--- src/rtl/servo_ramp.sv ---
// servo_ramp: slew-rate limiter in front of the SG90 PWM generator.
// It accepts a target pulse width over a valid/ready handshake and clamps
// it to the safe servo range. It then walks the registered setPwm output
// toward that target in bounded steps, one step every stepDiv+1 clocks.
module servo_ramp #(
  parameter logic [7:0] PWM_MIN = 8'd13,
  parameter logic [7:0] PWM_MAX = 8'd26,
  parameter logic [7:0] HOME    = 8'd19
) (
  input  logic        clk,
  input  logic        reset,
  input  logic        tgtValid,
  output logic        tgtReady,
  input  logic [7:0]  tgtPwm,
  input  logic [3:0]  stepSize,
  input  logic [23:0] stepDiv,
  output logic [7:0]  setPwm,
  output logic        busy,
  output logic        done,
  output logic        clampErr
);

  typedef enum logic [0:0] {
    ST_IDLE = 1'b0,
    ST_RAMP = 1'b1
  } state_t;

  state_t      state_q, state_d;
  logic [7:0]  setpwm_q, setpwm_d;
  logic [7:0]  target_q, target_d;
  logic [3:0]  step_q, step_d;
  logic [23:0] div_q, div_d;
  logic [23:0] tick_q, tick_d;
  logic        done_q, done_d;
  logic        clamp_err_q, clamp_err_d;
  logic        ready_q, busy_q;

  logic [7:0]        clamped_s;
  logic              out_of_range_s;
  logic signed [8:0] diff_s;
  logic [8:0]        mag_s;

  // Limit a requested pulse width to the legal servo window.
  function automatic logic [7:0] clamp_pwm(input logic [7:0] v);
    logic [7:0] r;
    if (v < PWM_MIN) begin
      r = PWM_MIN;
    end else if (v > PWM_MAX) begin
      r = PWM_MAX;
    end else begin
      r = v;
    end
    return r;
  endfunction

  // Report whether a requested pulse width falls outside the legal window.
  function automatic logic pwm_out_of_range(input logic [7:0] v);
    return (v < PWM_MIN) || (v > PWM_MAX);
  endfunction

  // Clamp the incoming command and form the signed distance to the target.
  always_comb begin
    clamped_s      = clamp_pwm(tgtPwm);
    out_of_range_s = pwm_out_of_range(tgtPwm);
    diff_s         = $signed({1'b0, target_q}) - $signed({1'b0, setpwm_q});
    if (diff_s[8]) begin
      mag_s = 9'(-diff_s);
    end else begin
      mag_s = 9'(diff_s);
    end
  end

  // Next-state, step and pulse logic of the IDLE/RAMP controller.
  always_comb begin
    state_d     = state_q;
    setpwm_d    = setpwm_q;
    target_d    = target_q;
    step_d      = step_q;
    div_d       = div_q;
    tick_d      = tick_q;
    done_d      = 1'b0;
    clamp_err_d = 1'b0;
    case (state_q)
      ST_IDLE: begin
        if (tgtValid) begin
          target_d    = clamped_s;
          clamp_err_d = out_of_range_s;
          step_d      = (stepSize == 4'd0) ? 4'd1 : stepSize;
          div_d       = stepDiv;
          tick_d      = 24'd0;
          if (clamped_s == setpwm_q) begin
            done_d = 1'b1;
          end else begin
            state_d = ST_RAMP;
          end
        end else begin
          state_d = ST_IDLE;
        end
      end
      ST_RAMP: begin
        if (tick_q == div_q) begin
          tick_d = 24'd0;
          if (mag_s <= {5'd0, step_q}) begin
            // Remaining distance fits in one step: land exactly on target.
            setpwm_d = target_q;
            state_d  = ST_IDLE;
            done_d   = 1'b1;
          end else if (diff_s[8]) begin
            setpwm_d = setpwm_q - {4'd0, step_q};
          end else begin
            setpwm_d = setpwm_q + {4'd0, step_q};
          end
        end else begin
          tick_d = tick_q + 24'd1;
        end
      end
      default: begin
        state_d = ST_IDLE;
      end
    endcase
  end

  // State and output registers; reset parks the servo at HOME immediately.
  always_ff @(posedge clk or posedge reset) begin
    if (reset) begin
      state_q     <= ST_IDLE;
      setpwm_q    <= HOME;
      target_q    <= HOME;
      step_q      <= 4'd1;
      div_q       <= 24'd0;
      tick_q      <= 24'd0;
      done_q      <= 1'b0;
      clamp_err_q <= 1'b0;
      ready_q     <= 1'b1;
      busy_q      <= 1'b0;
    end else begin
      state_q     <= state_d;
      setpwm_q    <= setpwm_d;
      target_q    <= target_d;
      step_q      <= step_d;
      div_q       <= div_d;
      tick_q      <= tick_d;
      done_q      <= done_d;
      clamp_err_q <= clamp_err_d;
      ready_q     <= (state_d == ST_IDLE);
      busy_q      <= (state_d == ST_RAMP);
    end
  end

  assign setPwm   = setpwm_q;
  assign tgtReady = ready_q;
  assign busy     = busy_q;
  assign done     = done_q;
  assign clampErr = clamp_err_q;

endmodule
--- config.mk ---
export PLATFORM = sky130hd
export DESIGN_NAME = servo_ramp
export DESIGN_NICKNAME = d
export VERILOG_FILES = /design/src/rtl/servo_ramp.sv
export SDC_FILE = /design/constraint.sdc
export NUM_CORES = 1
export LEC_CHECK = 0
export ABC_AREA = 1
export BUFFER_PORTS_ARGS = -buffer_cell sky130_fd_sc_hd__buf_4
export CORE_MARGIN = 2
export CORE_UTILIZATION = 58
export CTS_BUF_LIST = sky130_fd_sc_hd__clkbuf_8
export CTS_CLUSTER_DIAMETER = 200
export DETAILED_ROUTE_END_ITERATION = 7
export GPL_ROUTABILITY_DRIVEN = 0
export GPL_TIMING_DRIVEN = 0
export PLACE_DENSITY = 0.79
export SLEW_MARGIN = 20
export SYNTH_ARGS = -nofsm -noshare
export SYNTH_HDL_FRONTEND = slang
export SYNTH_SLANG_ARGS = --single-unit
--- constraint.sdc ---
create_clock -name clk -period 8.85 [get_ports clk]
set_clock_uncertainty 0.1 [all_clocks]
set_input_delay 2.2125 -clock clk [delete_from_list [all_inputs] [get_ports clk]]
set_output_delay 2.2125 -clock clk [all_outputs]
set_load 0.05 [all_outputs]
# Yosys cells after proc, flatten, opt, wreduce, memory -nomap -nowiden
# Cells that the tools add are included.
# word_totals
in_bits	39
regBits	72
word_cells	47
# classes
mux	21
n_eq_ne	3
n_bitwise	2
add_sub_neg	5
magnitude_cmp	3
reduce_logical	4
# ops
cell	n
$mux 24	2
$pmux 24 s2	1
$mux 8	4
$add 24x1->24 const B	1
$eq 24x24->1	1
$mux 1	10
$le 9x4->1	1
$mux 9	1
$neg 9->9	1
$sub 8x8->9	1
$add 8x4->8	1
$eq 8x8->1	1
$gt 8x5->1 const B	1
$lt 8x4->1 const B	1
$sub 8x4->8	1
$logic_not 4->1	1
$mux 4	1
$pmux 1 s2	2
$reduce_and 2->1	2
$ne 2x2->1 const B	1
$not 1->1	2
$logic_or 1x1->1	1

# Logic depth before layout (Yosys ltp)
# Gate-level depths: netlist (run 1).
# logic_depth
depth_word	8
mapped_depth	22
ltp_nobuf	22

# Worst setup path after synthesis (run 1)
# Ideal clock, no wire load.
# synth_path
path_kind	input to register
start	input port tgtPwm[7]
end	register busy_q, in the netlist busy
n_path_buf	0
required_ns	8.633
arrival_time_ns	3.288
setup_slack_ns	5.345
setup_time_ns	0.117
stages	12
path_cell_list	nor2_1 -> nand2_1 -> nor2_1 -> nand2_1 -> inv_1 -> nor2_1 -> nand3_1 -> nand2_1 -> nor2_1 -> nand3_1 -> nor2_1 -> nor2_1
# synth_between
elab_chain_cells	7
# synth_lines
element	line_no	source
from (decl)	14	input logic [7:0] tgtPwm,
$gt 8x5->1	48	end else if (v > PWM_MAX) begin
$mux 8	48	
$mux 8 (*)	46	if (v < PWM_MIN) begin
$eq 8x8->1 (*)	91	if (clamped_s == setpwm_q) begin
$mux 1 (*)	91	
$mux 1 (*)	85	if (tgtValid) begin
$pmux 1 s2 (*)	83	case (state_q)
named net state_d	28	state_t state_q, state_d;
to (signal assigned)	146	busy_q <= (state_d == ST_RAMP);
to (decl)	36	logic ready_q, busy_q;
# Mark *: on every way through the listed nets, which the timed path passes. The rest lies on a longest branch.
# A chain may end at the register's enable or synchronous reset.

# Final worst setup path (run 1)
# Same ends and word-level chain as after synthesis.

==> results of run 1 <==
-- cells in the mapped netlist (all sizes together) (8+ instances only) --
cell / n
nand2: 222
inv: 78
dfrtp: 64
nand3: 62
nor2: 58
o21ai: 30
xnor2: 25
ha: 23
nand4: 21
xor2: 17
a21oi: 13
buf: 9
clkbuf: 9
nor3: 9
o22ai: 9
dfstp: 8
-- layer usage --
| layer | part of all wire | routed length, um | track usage |
|---|---|---|---|
| met1 | 0.47 | 5710 | 0.395 |
| met2 | 0.45 | 5500 | 0.424 |
| met3 | 0.063 | 764 | 0.0376 |
| met4 | 0.017 | 210 | 0.0910 |
| met5 | 0 | 0 | 0 |
-- final cells by class --
type,instances,area share
Multi-Input combinational cell,512,0.489
Inverter,79,0.0521
Clock inverter,5,0.00980
Buffer,18,0.0163
Tap cell,105,0.0229
Clock buffer,10,0.0240
Sequential cell,72,0.315
Timing Repair Buffer,51,0.0702
-- power breakdown --
part           internal [mW]  leakage, nW  switching [mW]  total [mW]
Sequential             0.378        0.887          0.0517       0.429
Combinational          0.140         1.87           0.210       0.350
Clock                  0.136       0.0985           0.131       0.267
Total                  0.654         2.86           0.392        1.05
-- state kept, by name, summed over array words and instances (netlist names) --
register / flops
div_q: 24
tick_q: 24
setPwm: 8
target_q: 8
step_q: 4
busy: 1
clampErr: 1
done: 1
tgtReady: 1
-- worst max path at each step --
stage | startpoint | to | depth (start not counted)
after floorplan | reset | busy | 1
after global placement | reset | target_q[3] | 2
after detailed placement | tgtPwm[7] | busy | 13
after CTS | tgtPwm[7] | busy | 13
after global routing | tgtPwm[7] | busy | 13
final | tgtPwm[7] | busy | 13
-- worst reg2reg max path: stages, from the launching register on --
cell                      delay (ns)
sky130_fd_sc_hd__dfstp_2        0.54
sky130_fd_sc_hd__inv_1          0.05
sky130_fd_sc_hd__ha_1           0.20
sky130_fd_sc_hd__fa_1           0.40
sky130_fd_sc_hd__inv_1          0.09
sky130_fd_sc_hd__nand3_1        0.09
sky130_fd_sc_hd__nand2_1        0.10
sky130_fd_sc_hd__nand2_1        0.09
sky130_fd_sc_hd__nand2_4        0.12
sky130_fd_sc_hd__inv_2          0.09
sky130_fd_sc_hd__o21ai_0        0.17
sky130_fd_sc_hd__ha_1           0.27
sky130_fd_sc_hd__a21oi_1        0.18
sky130_fd_sc_hd__o21ai_0        0.09
sky130_fd_sc_hd__o21ai_0        0.12
sky130_fd_sc_hd__o21ai_1        0.16
sky130_fd_sc_hd__nor2_4         0.15
sky130_fd_sc_hd__nand3_2        0.21
sky130_fd_sc_hd__nand3_1        0.15
sky130_fd_sc_hd__nand3_1        0.08
-- cells by family (layout without fill, tap and decap cells) --
kind of cell	after synthesis	after routing
and+or+nand+nor	386	386
buffers and inverters	97	163
DFF	72	72
AOI/OAI and AO/OA	59	59
xor gates and xnor gates	42	42
adders and majority gates	25	25
==> impl.org, run 1 <==
** STA
- For the pin with the worst max-slew slack, the measured transition is 0.629 ns.
- Setup violations remaining at the end of the flow were counted as 0.
- Final hold analysis gives a worst-case slack of roughly 0.40 ns.
- The worst path in the final design needs a cycle of roughly 3.7 ns, including I/O delays and setup.
- Portion of the clock cycle consumed by the worst path in the final layout :: 0.417
- Worst setup margin :: between 5 and 6 ns
- Static timing analysis puts the maximum clock frequency at ~270 MHz.
- Setup repair after global routing left no endpoint under its margin.
- Hold Vio Cnt, Final :: 0
- Worst-case headroom to the max-slew limit :: 0.577
- The final-report max-slew violation count was 0.
- Setup total negative slack on the finished layout was measured at 0 ns.

** Synth
- Of the post-synthesis cell area, the dominant cell type holds 0.320.
- The number of nets handed over by synthesis was 745.
- Summing every instance area after synthesis gives ~5000 um2.
- Dominant cells by area after synthesis :: sky130_fd_sc_hd__dfrtp_1, sky130_fd_sc_hd__nand2_1, sky130_fd_sc_hd__nand3_1
- Dominant combinational cell family by area after synthesis :: simple AND/OR/NAND/NOR gates
- Dominant cell type by area after synthesis :: sky130_fd_sc_hd__dfrtp_1
- Seq/Total Area, Yosys :: 0.361
- After synthesis, the share of flip-flops with an asynchronous set or reset is 1.00.
- Share of synthesized area spent on multiplexers :: 0
- Synth Instances :: around 680
- Of the total synthesized cell area, the portion taken by full adders, half adders and majority gates is 0.0654.
- Compound-gate portion of the synthesized area :: 0.0652
- Of the total synthesized cell area, the portion taken by AND, OR, NAND and NOR gates is 0.357.
- For this run, the leading register cell type out of synthesis is sky130_fd_sc_hd__dfrtp_1.
- Yosys mapped a number of flops with a built-in enable equal to 0.
- Post-synthesis register bit count :: 72
- The Yosys step of the flow raised 0 warnings.
- Count of cell types in the netlist :: 44
- Of the total synthesized cell area, the portion taken by XOR and XNOR cells is 0.0734.
- Post-Syn Area per Cell :: about 7.4 um2

** Worst setup path
- Number of buffer and inverter instances along the worst setup path :: 2
- Along the worst path, the maximum fanout reaches 8.
- STA classifies the critical path startpoint as a primary input.
- Type of the worst setup path :: in2reg
- The largest single stage delay on the critical path is about 0.26 ns.
- Cell repeated most along the worst path :: sky130_fd_sc_hd__nor2_1
- Worst reg-to-reg path cell count :: 19
- Reg-to-reg critical path endpoint :: setPwm[3]
- Critical path's slowest cell :: sky130_fd_sc_hd__nor2_1
- Arrival time at the worst endpoint :: roughly 3.8 ns
- Among cell families on the critical path, the largest total delay comes from simple AND/OR/NAND/NOR gates.
- Category of the worst setup path capture point :: register
- Setup slack on the worst reg-to-reg path comes out at between 5 and 6 ns.
- Walking the worst path, the cells encountered are buf_4, nor2_1, nand2_1, nor2_1, nand2_1, inv_1, nor2_1, nand3_1, nand2_1, nor2_1, nand3_1, nor2_1, nor2_1.
- Critical register-to-register path startpoint :: target_q[0]
- Critical path data required time :: around 9.0 ns

** Worst hold path
- Hold Path Class :: reg2reg
- Hold Path Sink :: div_q[3]
- Number of stages on the worst hold path :: 2
- The worst hold path begins at div_q[3].

** Clocking
- TritonCTS built the clock tree.
- Clock-pin slew was measured on the worst setup and hold paths at around 0.07 ns.
- Number of gates resized after cts :: 0
- Clock insertion delay at the later pin of the skew report :: between 0.3 and 0.4 ns
- CTS Buf Count :: 9
- Number of buffers inserted by hold repair at cts :: 0
- In this run the clock root is driven by a sky130_fd_sc_hd__clkbuf_8.
- In this run the post-CTS setup repair buffer count came out at 0.
- For this design, the sink count on the clock tree is 72.
- The H-tree generated during clock tree synthesis spans 3 levels.
- Number of buffers between clock root and the deepest sink :: 2

** Global route
- For this run the aggregate overflow at the end of global routing stands at 0.
- The via count of the first global-routing pass came to 4531.
- Largest net degree at the start of global routing :: between 50 and 60
- GRT Overall Usage :: 0.273
- Number of antenna violations at the first check in global routing :: 0
- Global-route wire length before repair :: roughly 21000 um

** Detailed routing
- Vias after detailed routing :: about 4700
- Number of DRC violations after detailed routing :: 0
- The first detailed-routing pass ran for 5 iterations.
- After detailed routing, the total wire length is 12200 um.
- Post-detailed-route via-to-cell ratio :: approximately 5.5
- Detailed-route wire length per cell :: between 10 and 15 um
- For this block, the initial DRC count from the detailed router was 247.
- In this run the remaining antenna-violating nets after routing total 0.

** Place
- In this run the tool buffered the top-level ports with 50 buffer cells.
- After detailed placement, the total cell area comes to 5550 um2.
- Detailed placement ended at an HPWL of between 9000 and 10000 um.
- Before CTS, the worst setup slack after placement is 4.88 ns.
- DP Cell Count :: between 800 and 900

** Cells and area
- Final design instance area without fill :: around 5700 um2
- 0 antenna diodes ended up in the layout.
- Register area :: 1810 um2
- In the layout the commonest cells are sky130_fd_sc_hd__nand2_1, sky130_fd_sc_hd__inv_1, sky130_fd_sc_hd__dfrtp_1.
- Most common cell after layout, fill and taps aside :: sky130_fd_sc_hd__nand2_1
- At the end of the flow the core is filled with cells to 0.692.
- Layout cell share with drive strength beyond 1 :: 0.165
- Summing all multi-input logic gate instances after layout gives roughly 2800 um2.
- After the flow finishes, the layout carries non-filler instances totaling ~850.
- Net count, final :: 807
- The area growth from synthesis to layout is 14.6%.
- Number of fill cells :: approximately 700

** Power and ir drop
- The completed layout was analyzed and its total power is 1.05 mW.
- Worst IR Drop VDD :: about 0.00012 V
- Power spread over the standard cell area amounts to about 180 nW/um2.
- The analysis attributes to cell leakage a power of 2.86 nW.

** Floorplanning
- DIE AREA :: around 9400 um2
- After floorplanning, the core was divided into 33 placement rows.
- Horiz. Die Dim :: slightly below 100 um
- The floorplan step defined a core boundary enclosing approximately 8300 um2.
- The die is 97.0 um tall.
- IO Pins :: 51
- For this configuration, the core starts out at a cell density of 0.604.

** Outcome
- The flow ran to the end, and the final reports show no timing, DRC or antenna violations.

** Job
- The tool flagged a number of max-cap violations equal to 0.
Note: power is estimated with default switching activity, not from simulation.
==> run 2, diff against run 1 <==
CORE_UTILIZATION = 56   (was 58)
clock period = 3.15 ns   (was 8.85 ns; I/O delays follow)
==> run 2 against run 1 <==
- the run now ends with setup timing left
- critical path depth rose by 7
- sequential share of layout area fell by 1.9 points
- clock power rose to 3.1 times the previous value
- critical endpoint is now setPwm[5]
- highest routed layer unchanged
- flip-flop and latch count did not move
- worst setup slack got worse by 5.3 ns
- via count rose by 3.1%
- final area rose by 6.5%
- count of clock-buffer cells in the layout fell by 1
==> impl.org, run 2 (same netlist as run 1, synthesis figures left out) <==
** Worst setup path
- STA classifies the critical path startpoint as a register.
- Arrival time at the worst endpoint :: 3.40 ns (-0.44 ns)
- Maximum fanout along the worst path :: 8 (unchanged)
- In this run the critical register-to-register path is launched from target_q[0].
- Type of the worst setup path :: reg2reg
- R2R setup slack :: -0.12 ns (-5.39 ns)
- The worst register-to-register path ends at setPwm[5].
- Category of the worst setup path capture point :: register
- Worst reg-to-reg path cell count :: 20 (+1)
- Among all stages on the critical path, the largest delay is contributed by sky130_fd_sc_hd__dfstp_2.
- The cell that appears most often on the critical path is sky130_fd_sc_hd__buf_4.
- The maximum cell stage delay along the critical path came to 0.55 ns (+0.29 ns).
- Traced cell by cell, the critical path runs through inv_2, ha_4, fa_2, inv_2, nand3_2, buf_4, buf_4, buf_4, buf_4, buf_4, buf_4, nand3b_1, nand2_1, nand3_1, nor2_2, nor2_4, buf_6, nand3_4, nand3_2, nand3_2.
- Critical path data required time :: 3.28 ns (-5.72 ns)

** Floorplanning
- The number of top-level pins is 51 (unchanged).
- The initial standard-cell utilization of the core was 0.575 (-0.0292).
- The full die area was 9720 um2 (+3.4%).
- Placeable core area :: 8720 um2 (+5.1%)
- Chip Height :: 98.6 um (+1.7%)
- Horiz. Die Dim :: 98.6 um (+1.7%)
- Cell Rows :: 34 (+3.0%)

** Cells and area
- The final standard cell count with taps included and fillers excluded came to 869 (+2.0%).
- Net count, final :: 820 (+1.6%)
- Fraction of the core area covered by cells at the end of the flow :: 0.701 (+0.00930)
- Ant. Diodes :: 0 (unchanged)
- Layout cell share with drive strength beyond 1 :: 0.240 (+0.0758)
- Largest regs :: div_q: 24 flops, tick_q: 24 flops
- Commonest non-fill, non-tap cells in the layout :: sky130_fd_sc_hd__nand2_1, sky130_fd_sc_hd__inv_1, sky130_fd_sc_hd__dfrtp_1
- Relative to the synthesized area, the layout overhead comes to 22.0%.
- The library cell used most frequently in the layout, excluding fill and tap cells, is sky130_fd_sc_hd__nand2_1.

** Clocking
- TritonCTS built the clock tree.
- The clock latency on the worst-skew pair was 0.35 ns (about the same).
- # H-tree levels :: 3 (unchanged)
- Number of buffers between clock root and the deepest sink :: 2 (unchanged)
- Clock slew at reported path FFs :: 0.08 ns (about the same)
- The number of sinks handled by clock tree synthesis came to 72 (unchanged).
- The number of clock buffers inserted by TritonCTS was 9 (unchanged).
- Clock Tree Root :: sky130_fd_sc_hd__clkbuf_8
- The cts-stage hold buffer count is 0 (unchanged).

** STA
- Min Tclk post-route :: about 3.3 ns
- Setup repair after global routing could not meet its margin everywhere.
- The number of hold-slack violations in the final timing report is 0 (unchanged).
- The final-report max-slew violation count came to 0 (unchanged).
- The normalized max-slew margin is 0.625 (+0.0477).
- Maximum clock rate :: 305 MHz
- Of the available clock period, the critical path in the final layout requires 1.04.
- Tightest hold margin :: 0.328 ns (-0.0682 ns)
- The smallest setup slack after layout is -0.124 ns (-5.28 ns).
- The total of endpoints with negative setup slack in the final report is 11 (+11).
- Actual slew at the worst max-slew pin :: 0.561 ns (-0.0678 ns)

** Place
- DP Cell Count :: 840 (+0.36%)
- Count of buffers inserted at the top-level ports :: 50 (unchanged)
- The half-perimeter wire length of the detailed placement result came to 9290 um (-0.97%).

** Power and ir drop
- Static leakage :: 3.02 nW (+5.8%)
- The power per unit of standard cell area is 521 nW/um2 (+190%).
- Worst IR Drop VDD :: 0.000302 V (+150%)

** Outcome
- Outcome :: finished with violations
- Violated checks :: setup timing

** Detailed routing
- Number of search-and-repair iterations in the first detailed-routing pass :: 5 (unchanged)
- The detailed-route vias per instance was 5.60 (+1.1%).
- Count of antenna-violating nets left after detailed routing :: 0 (unchanged)
- The routed wire length came to 13100 um (+7.3%).
- The total DRC errors in the routed layout was 0 (unchanged).
- Iteration-0 DRC Markers :: 426 (+72%)
- The per-cell routed wire length came to 15.0 um (+5.2%).
- The via count came to 4867 (+3.1%).

** Global route
- The maximum number of pins on one net before global-route repair is 44 (-23%).
- The via count of the first global-routing pass is 4654 (+2.7%).
- Global-route wire length before repair :: 21300 um (+0.88%)
- GRT Overall Usage :: 0.269 (-0.00365)
- Number of antenna violations at the first check in global routing :: 0 (unchanged)
- Total congestion overflow :: 0 (unchanged)

** Worst hold path
- In this run the worst hold path is classified as in2async.

** Job
- The total of max-cap violations came to 0 (unchanged).
run 2: repair_timing:
action,4_1_cts,5_1_grt
pin swaps,11,24
setup endpoints to repair,11,11
endpoints found under the hold margin,0,0
setup buffers,11,1
cloned,1,0
resized for setup,21,40
run 2: layout make-up:
cell class | count | area [um2]
Fill cell | 678 | 2610
Clock inverter | 7 | 96.3
Multi-Input combinational cell | 513 | 3060
Sequential cell | 72 | 1810
Buffer | 18 | 93.8
Clock buffer | 9 | 124
Timing Repair Buffer | 63 | 489
Inverter | 79 | 304
Tap cell | 108 | 135
run 2: power breakdown:
part	leakage, nW	switching, mW	total (mW)	internal (mW)
clock network	0.113	0.374	0.821	0.447
registers	0.886	0.142	1.20	1.06
logic	2.02	0.683	1.16	0.477
total	3.02	1.20	3.18	1.98
run 2: per-layer routing:
layer / vias up / track usage / share of wire
li1: 2352 / - / -
met1: 2266 / 0.366 / 0.43
met2: 228 / 0.422 / 0.47
met3: 21 / 0.0688 / 0.085
met4: 0 / 0.0917 / 0.017
met5: - / 0 / 0
run 2: worst max path at each step:
stage	from	endpoint	slack (ns)
after floorplan	setPwm[0]	busy	0.02
after global placement	reset	div_q[21]	-0.38
after detailed placement	target_q[0]	busy	-0.32
after CTS	target_q[0]	setPwm[2]	-0.09
after global routing	target_q[0]	setPwm[5]	-0.25
final	target_q[0]	setPwm[5]	-0.12
run 2: through the flow:
stage	total power [mW]	area [um2]	setup WS, ns	TNS (ns)
2_1_floorplan	1.95	5010	0.0151	0
3_3_place_gp	2.12	5520	-0.382	-25.82
3_5_place_dp	2.18	5550	-0.318	-2.89
4_1_cts	3.08	5920	-0.0860	-0.619
5_1_grt	3.38	6120	-0.248	-2.31
6_report	3.18	6120	-0.124	-0.940
run 2: worst max-delay path: cells and delay by family (launching register included):
family                   cells  cell delay (ns)
buffers and inverters        9             1.01
adder cells (fa/ha/maj)      2             0.55
flip-flops                   1             0.55
AND/OR/NAND/NOR              9             0.97
